==> config.mk <==
export PLATFORM = sky130hd
export DESIGN_NAME = alu_sequencer
export DESIGN_NICKNAME = d
export VERILOG_FILES = /design/src/rtl/alu_sequencer.sv
export SDC_FILE = /design/constraint.sdc
export NUM_CORES = 1
export LEC_CHECK = 0
export ABC_AREA = 1
export CAP_MARGIN = 10
export CORE_MARGIN = 2
export CORE_UTILIZATION = 35
export DETAILED_ROUTE_END_ITERATION = 12
export HOLD_SLACK_MARGIN = 0.03
export SYNTH_ARGS = -nofsm -noshare
export SYNTH_HDL_FRONTEND = slang
export SYNTH_SLANG_ARGS = --single-unit
==> constraint.sdc <==
create_clock -name clk -period 2.7 [get_ports clk]
set_input_delay 0.405 -clock clk [delete_from_list [all_inputs] [get_ports clk]]
set_output_delay 0.405 -clock clk [all_outputs]
set_load 0.01 [all_outputs]
==> src/rtl/alu_sequencer.sv <==
// Multi-cycle sequencer for a shared external ALU: accepts one instruction at a time,
// drives the ALU, writes back to a small register file and holds the result flags.
//
// state  | meaning
// IDLE   | in_ready high; an instruction is latched on in_valid
// EXEC   | ALU driven (or immediate selected); write-back at the closing edge
// RETIRE | done high; op_count advances at the closing edge
module alu_sequencer #(
    parameter int W    = 4,
    parameter int NREG = 4,
    parameter int AW   = 2
) (
    input  logic          clk,
    input  logic          rst_n,
    input  logic          in_valid,
    output logic          in_ready,
    input  logic          in_load,
    input  logic [2:0]    in_cntl,
    input  logic [AW-1:0] in_rd,
    input  logic [AW-1:0] in_ra,
    input  logic [AW-1:0] in_rb,
    input  logic [W-1:0]  in_imm,
    output logic [W-1:0]  alu_a,
    output logic [W-1:0]  alu_b,
    output logic [2:0]    alu_cntl,
    input  logic [W-1:0]  alu_out,
    input  logic          alu_co,
    input  logic          alu_ovf,
    input  logic          alu_n,
    input  logic          alu_z,
    output logic [W-1:0]  result,
    output logic          flag_n,
    output logic          flag_z,
    output logic          flag_co,
    output logic          flag_ovf,
    output logic          done,
    output logic [7:0]    op_count,
    input  logic [AW-1:0] dbg_addr,
    output logic [W-1:0]  dbg_data
);

    typedef enum logic [1:0] {
        S_IDLE   = 2'd0,
        S_EXEC   = 2'd1,
        S_RETIRE = 2'd2
    } state_t;

    state_t          state_q, state_d;
    logic            load_q, load_d;
    logic [2:0]      cntl_q, cntl_d;
    logic [AW-1:0]   rd_q, rd_d;
    logic [AW-1:0]   ra_q, ra_d;
    logic [AW-1:0]   rb_q, rb_d;
    logic [W-1:0]    imm_q, imm_d;
    logic [W-1:0]    regs_q [NREG];
    logic [W-1:0]    regs_d [NREG];
    logic [W-1:0]    result_q, result_d;
    logic [3:0]      flags_q, flags_d;   // {n, z, co, ovf}
    logic [7:0]      count_q, count_d;

    always_ff @(posedge clk or negedge rst_n) begin
        if (!rst_n) begin
            state_q  <= S_IDLE;
            load_q   <= 1'b0;
            cntl_q   <= '0;
            rd_q     <= '0;
            ra_q     <= '0;
            rb_q     <= '0;
            imm_q    <= '0;
            for (int i = 0; i < NREG; i++) regs_q[i] <= '0;
            result_q <= '0;
            flags_q  <= '0;
            count_q  <= '0;
        end else begin
            state_q  <= state_d;
            load_q   <= load_d;
            cntl_q   <= cntl_d;
            rd_q     <= rd_d;
            ra_q     <= ra_d;
            rb_q     <= rb_d;
            imm_q    <= imm_d;
            regs_q   <= regs_d;
            result_q <= result_d;
            flags_q  <= flags_d;
            count_q  <= count_d;
        end
    end

    always_comb begin
        state_d  = state_q;
        load_d   = load_q;
        cntl_d   = cntl_q;
        rd_d     = rd_q;
        ra_d     = ra_q;
        rb_d     = rb_q;
        imm_d    = imm_q;
        regs_d   = regs_q;
        result_d = result_q;
        flags_d  = flags_q;
        count_d  = count_q;
        in_ready = 1'b0;
        done     = 1'b0;
        alu_a    = '0;
        alu_b    = '0;
        alu_cntl = '0;

        case (state_q)
            S_IDLE: begin
                in_ready = 1'b1;
                if (in_valid) begin
                    load_d  = in_load;
                    cntl_d  = in_cntl;
                    rd_d    = in_rd;
                    ra_d    = in_ra;
                    rb_d    = in_rb;
                    imm_d   = in_imm;
                    state_d = S_EXEC;
                end
            end
            S_EXEC: begin
                // Operands come from regs_q, so rd aliasing ra/rb sees the pre-write value.
                if (load_q) begin
                    regs_d[rd_q] = imm_q;
                    result_d     = imm_q;
                end else begin
                    alu_a        = regs_q[ra_q];
                    alu_b        = regs_q[rb_q];
                    alu_cntl     = cntl_q;
                    regs_d[rd_q] = alu_out;
                    result_d     = alu_out;
                    flags_d      = {alu_n, alu_z, alu_co, alu_ovf};
                end
                state_d = S_RETIRE;
            end
            S_RETIRE: begin
                done    = 1'b1;
                count_d = count_q + 8'd1;
                state_d = S_IDLE;
            end
            default: state_d = S_IDLE;
        endcase
    end

    assign result   = result_q;
    assign flag_n   = flags_q[3];
    assign flag_z   = flags_q[2];
    assign flag_co  = flags_q[1];
    assign flag_ovf = flags_q[0];
    assign op_count = count_q;
    assign dbg_data = regs_q[dbg_addr];

endmodule

==> insert_results.sql <==
INSERT INTO impl_metrics (metric_group, metric, value, unit) VALUES
('run', 'max_cap_viols', '0', ''),
('clock_tree', 'cts.path.max_buffers', '2', ''),
('placement', 'hpwlAfterDp', '4260', 'µm'),
('timing', 'final_critical_path_setup_slack', '0.283', 'ns'),
('route', 'postRouteWirelength', '5610', 'µm'),
('min_path', 'min-delay-path-class', 'reg2reg', ''),
('setup_path', 'path_max_fanout', '9', ''),
('route', 'vias', '2130', ''),
('timing', 'fin_skew', '0.00909', 'ns'),
('timing', 'max_slew_margin', '53.9', '%'),
('yosys', 'synth.mux.area_fraction', '0', '%'),
('power_and_ir_drop', 'power_frac_seq', '45.2', '%'),
('yosys', 'synthArstFlopShare', '100', '%'),
('timing', 'tightest_slew', '0.684', 'ns'),
('power_and_ir_drop', 'p_switching', '971', 'µW'),
('floorplanning', 'ios', '60', ''),
('power_and_ir_drop', 'relative_contribution_of_combinational_cells_to_total_power', '34.8', '%'),
('cells_and_area', 'design_area', '3150', 'µm²'),
('global_routing', 'grt_use_total', '16.4', '%'),
('cells_and_area', 'ratio_of_cells_with_drive_above_1_in_the_final_layout', '5.15', '%'),
('power_and_ir_drop', 'power.density', '861', 'nW/µm²'),
('power_and_ir_drop', 'power_frac_clock', '20.0', '%'),
('placement', 'placed_cells', '437', ''),
('cells_and_area', 'areaGrowthSynthToFinish', '33.4', '%'),
('clock_tree', 'cts_inserted_buffers', '5', ''),
('clock_tree', 'htree_levels', '2', ''),
('global_routing', 'grt-ovfl-total', '0', ''),
('yosys', 'synth_simple_gate_area_share', '24.3', '%'),
('global_routing', 'largest_net_degree_at_the_start_of_global_routing', '23', ''),
('power_and_ir_drop', 'ir_drop', '0.349', 'mV'),
('route', 'avg_vias_per_cell', '4.78', ''),
('setup_path', 'critical_path.startpoint_type', 'input port', ''),
('timing', 'min_period_over_period', '89.5', '%'),
('yosys', 'yosysWarnings', '0', ''),
('clock_tree', 'tritoncts_clock_tree', 'built', ''),
('setup_path', 'worst-endpoint-arrival', '2.01', 'ns'),
('yosys', 'postSynth.topFlopCell', 'sky130_fd_sc_hd__dfrtp_1', ''),
('global_routing', 'grt_pass1_wl', '9740', 'µm'),
('floorplanning', 'die_area', '7430', 'µm²'),
('route', 'antenna_left', '0', ''),
('floorplanning', 'core_area', '6460', 'µm²'),
('timing', 'grt_setup_unrepaired', 'false', ''),
('outcome', 'status', 'complete, no violations', ''),
('route', 'first_pass_iters', '4', ''),
('yosys', 'post_synth_fa_ha_maj_area_fraction', '0.529', '%'),
('timing', 'setup_viol', '0', ''),
('global_routing', 'initial_antenna_violation_count', '0', ''),
('setup_path', 'criticalPathCategory', 'in2out', ''),
('power_and_ir_drop', 'p_int', '1.74', 'mW'),
('yosys', 'ys_seq_elements', '48', ''),
('timing', 'max_clock_freq', '414', 'MHz'),
('yosys', 'seq_area_frac_synth', '50.8', '%'),
('timing', 'worst_hold_slack', '0.480', 'ns'),
('clock_tree', 'clkSlewWorstSetupHoldPaths', '0.08', 'ns'),
('timing', 'final_period_minus_worst_setup_slack', '2.42', 'ns'),
('timing', 'final.setup.tns', '0', 'ns'),
('cells_and_area', 'layout_commonest_cell', 'sky130_fd_sc_hd__nand2_1', ''),
('setup_path', 'timing.critical_path.cells', 'clkdlybuf4s50_1 -> inv_1 -> nor2_1 -> o22ai_1 -> clkdlybuf4s50_1', ''),
('placement', 'place.gp.congestion', '0.822', ''),
('placement', 'postPlaceCellArea', '3020', 'µm²'),
('floorplanning', 'die-width', '86.2', 'µm'),
('yosys', 'yosysUniqueCellTypes', '21', ''),
('floorplanning', 'core.rowCount', '29', ''),
('cells_and_area', 'num_antenna_cells', '0', ''),
('cells_and_area', 'highest_count_cells_in_the_layout_ignoring_fill_and_taps', 'sky130_fd_sc_hd__nand2_1, sky130_fd_sc_hd__clkdlybuf4s50_1, sky130_fd_sc_hd__dfrtp_1', ''),
('setup_path', 'crit_slowest_cell', 'sky130_fd_sc_hd__clkdlybuf4s50_1', ''),
('placement', 'port_buffers', '59', ''),
('cells_and_area', 'final_net_count', '396', ''),
('yosys', 'synth_compound_gate_area_share', '15.2', '%'),
('placement', 'placement.setup.worst_slack', '0.286', 'ns'),
('floorplanning', 'die_height', '86.2', 'µm');
metal layers:
layer | up-vias | share of wire [%] | global-route usage, %
met5 | - | 0 | 0
met4 | 0 | 0.95 | 4.97
met3 | 4 | 4.3 | 3.62
met2 | 46 | 46 | 25.9
met1 | 984 | 49 | 22.9
li1 | 1096 | - | -
cell families (layout without fill, tap and decap cells):
group	after synthesis	count (layout)
simple gates	146	146
fa+ha+maj	1	1
buf+inv	47	108
xor+xnor	3	3
compound gates	63	63
flops	48	48
final cells by class:
cell class,count,area [µm²]
fill,611,3300
sequential,48,1200
multi-input combinational,213,978
timing repair buffer,63,618
inverter,37,139
tap,77,96.3
clock buffer,6,82.6
clock inverter,2,38.8
cell usage after synthesis, types with 2 or more instances:
library cell | instances | area, µm²
sky130_fd_sc_hd__nand2_1 | 112 | 420
sky130_fd_sc_hd__dfrtp_1 | 48 | 1200
sky130_fd_sc_hd__inv_1 | 35 | 131
sky130_fd_sc_hd__o21ai_0 | 32 | 160
sky130_fd_sc_hd__nor2_1 | 24 | 90.1
sky130_fd_sc_hd__o211ai_1 | 16 | 120
sky130_fd_sc_hd__a21oi_1 | 8 | 40.0
sky130_fd_sc_hd__buf_2 | 5 | 25.0
sky130_fd_sc_hd__clkbuf_1 | 4 | 15.0
sky130_fd_sc_hd__nand3_1 | 4 | 20.0
sky130_fd_sc_hd__o22ai_1 | 4 | 25.0
sky130_fd_sc_hd__o21ai_1 | 3 | 15.0
sky130_fd_sc_hd__inv_2 | 2 | 7.51
sky130_fd_sc_hd__nor2_2 | 2 | 12.5
sky130_fd_sc_hd__nor3_2 | 2 | 20.0
sky130_fd_sc_hd__xor2_1 | 2 | 17.5
what timing repair did:
action / CTS / global route
setup buffers: 0 / 0
setup endpoints to repair: 0 / 4
resized for setup: 0 / 1
hold endpoints to repair: 14 / 0
hold buffers: 1 / 0
path summary, 6_finish.rpt:
| kind | endpoint | depth (start not counted) | slack (ns) | from |
|---|---|---|---|---|
| setup / recovery | dbg_data[2] | 5 | 0.28 | dbg_addr[0] |
| hold / removal | flags_q[2]$_DFFE_PN0P_ | 2 | 0.48 | flags_q[2]$_DFFE_PN0P_ |
| setup reg to reg | rb_q[1]$_DFFE_PN0P_ | 5 | 1.10 | state_q[1]$_DFFE_PN0P_ |
| hold reg to reg | flags_q[2]$_DFFE_PN0P_ | 2 | 0.48 | flags_q[2]$_DFFE_PN0P_ |
| max in group asynchronous | result[3]$_DFFE_PN0P_ | 3 | 1.56 | rst_n |
| min in group asynchronous | cntl_q[0]$_DFFE_PN0P_ | 2 | 0.54 | rst_n |
worst max-delay path: cells and delay by family:
kind / cells / cell delay [ns]
buffers and inverters: 3 / 1.34
AO/OA/AOI/OAI: 1 / 0.20
AND/OR/NAND/NOR: 1 / 0.06
power groups by stage:
stage | Combinational [mW] | Sequential [mW] | Clock, mW
after floorplan | 0.536 | 1.18 | 0
after global placement | 0.938 | 1.24 | 0
after global routing | 1.08 | 1.27 | 0.590
after detailed placement | 0.955 | 1.24 | 0
after CTS | 0.960 | 1.23 | 0.565
final | 0.944 | 1.23 | 0.544
sequential cells by signal, indices dropped and copies added, names as in the netlist:
register  cells
state_q       2
imm_q         4
result        4
load_q        1
rb_q          2
cntl_q        3
flags_q       4
op_count      8
rd_q          2
ra_q          2
regs_q       16
stage by stage:
step	util, %	power, mW
2_1_floorplan	-	1.72
3_3_place_gp	46.7	2.18
3_5_place_dp	46.7	2.19
4_1_cts	48.8	2.75
6_report	48.8	2.71
5_1_grt	48.8	2.95
No activity file was read; power rests on OpenSTA's default activity.
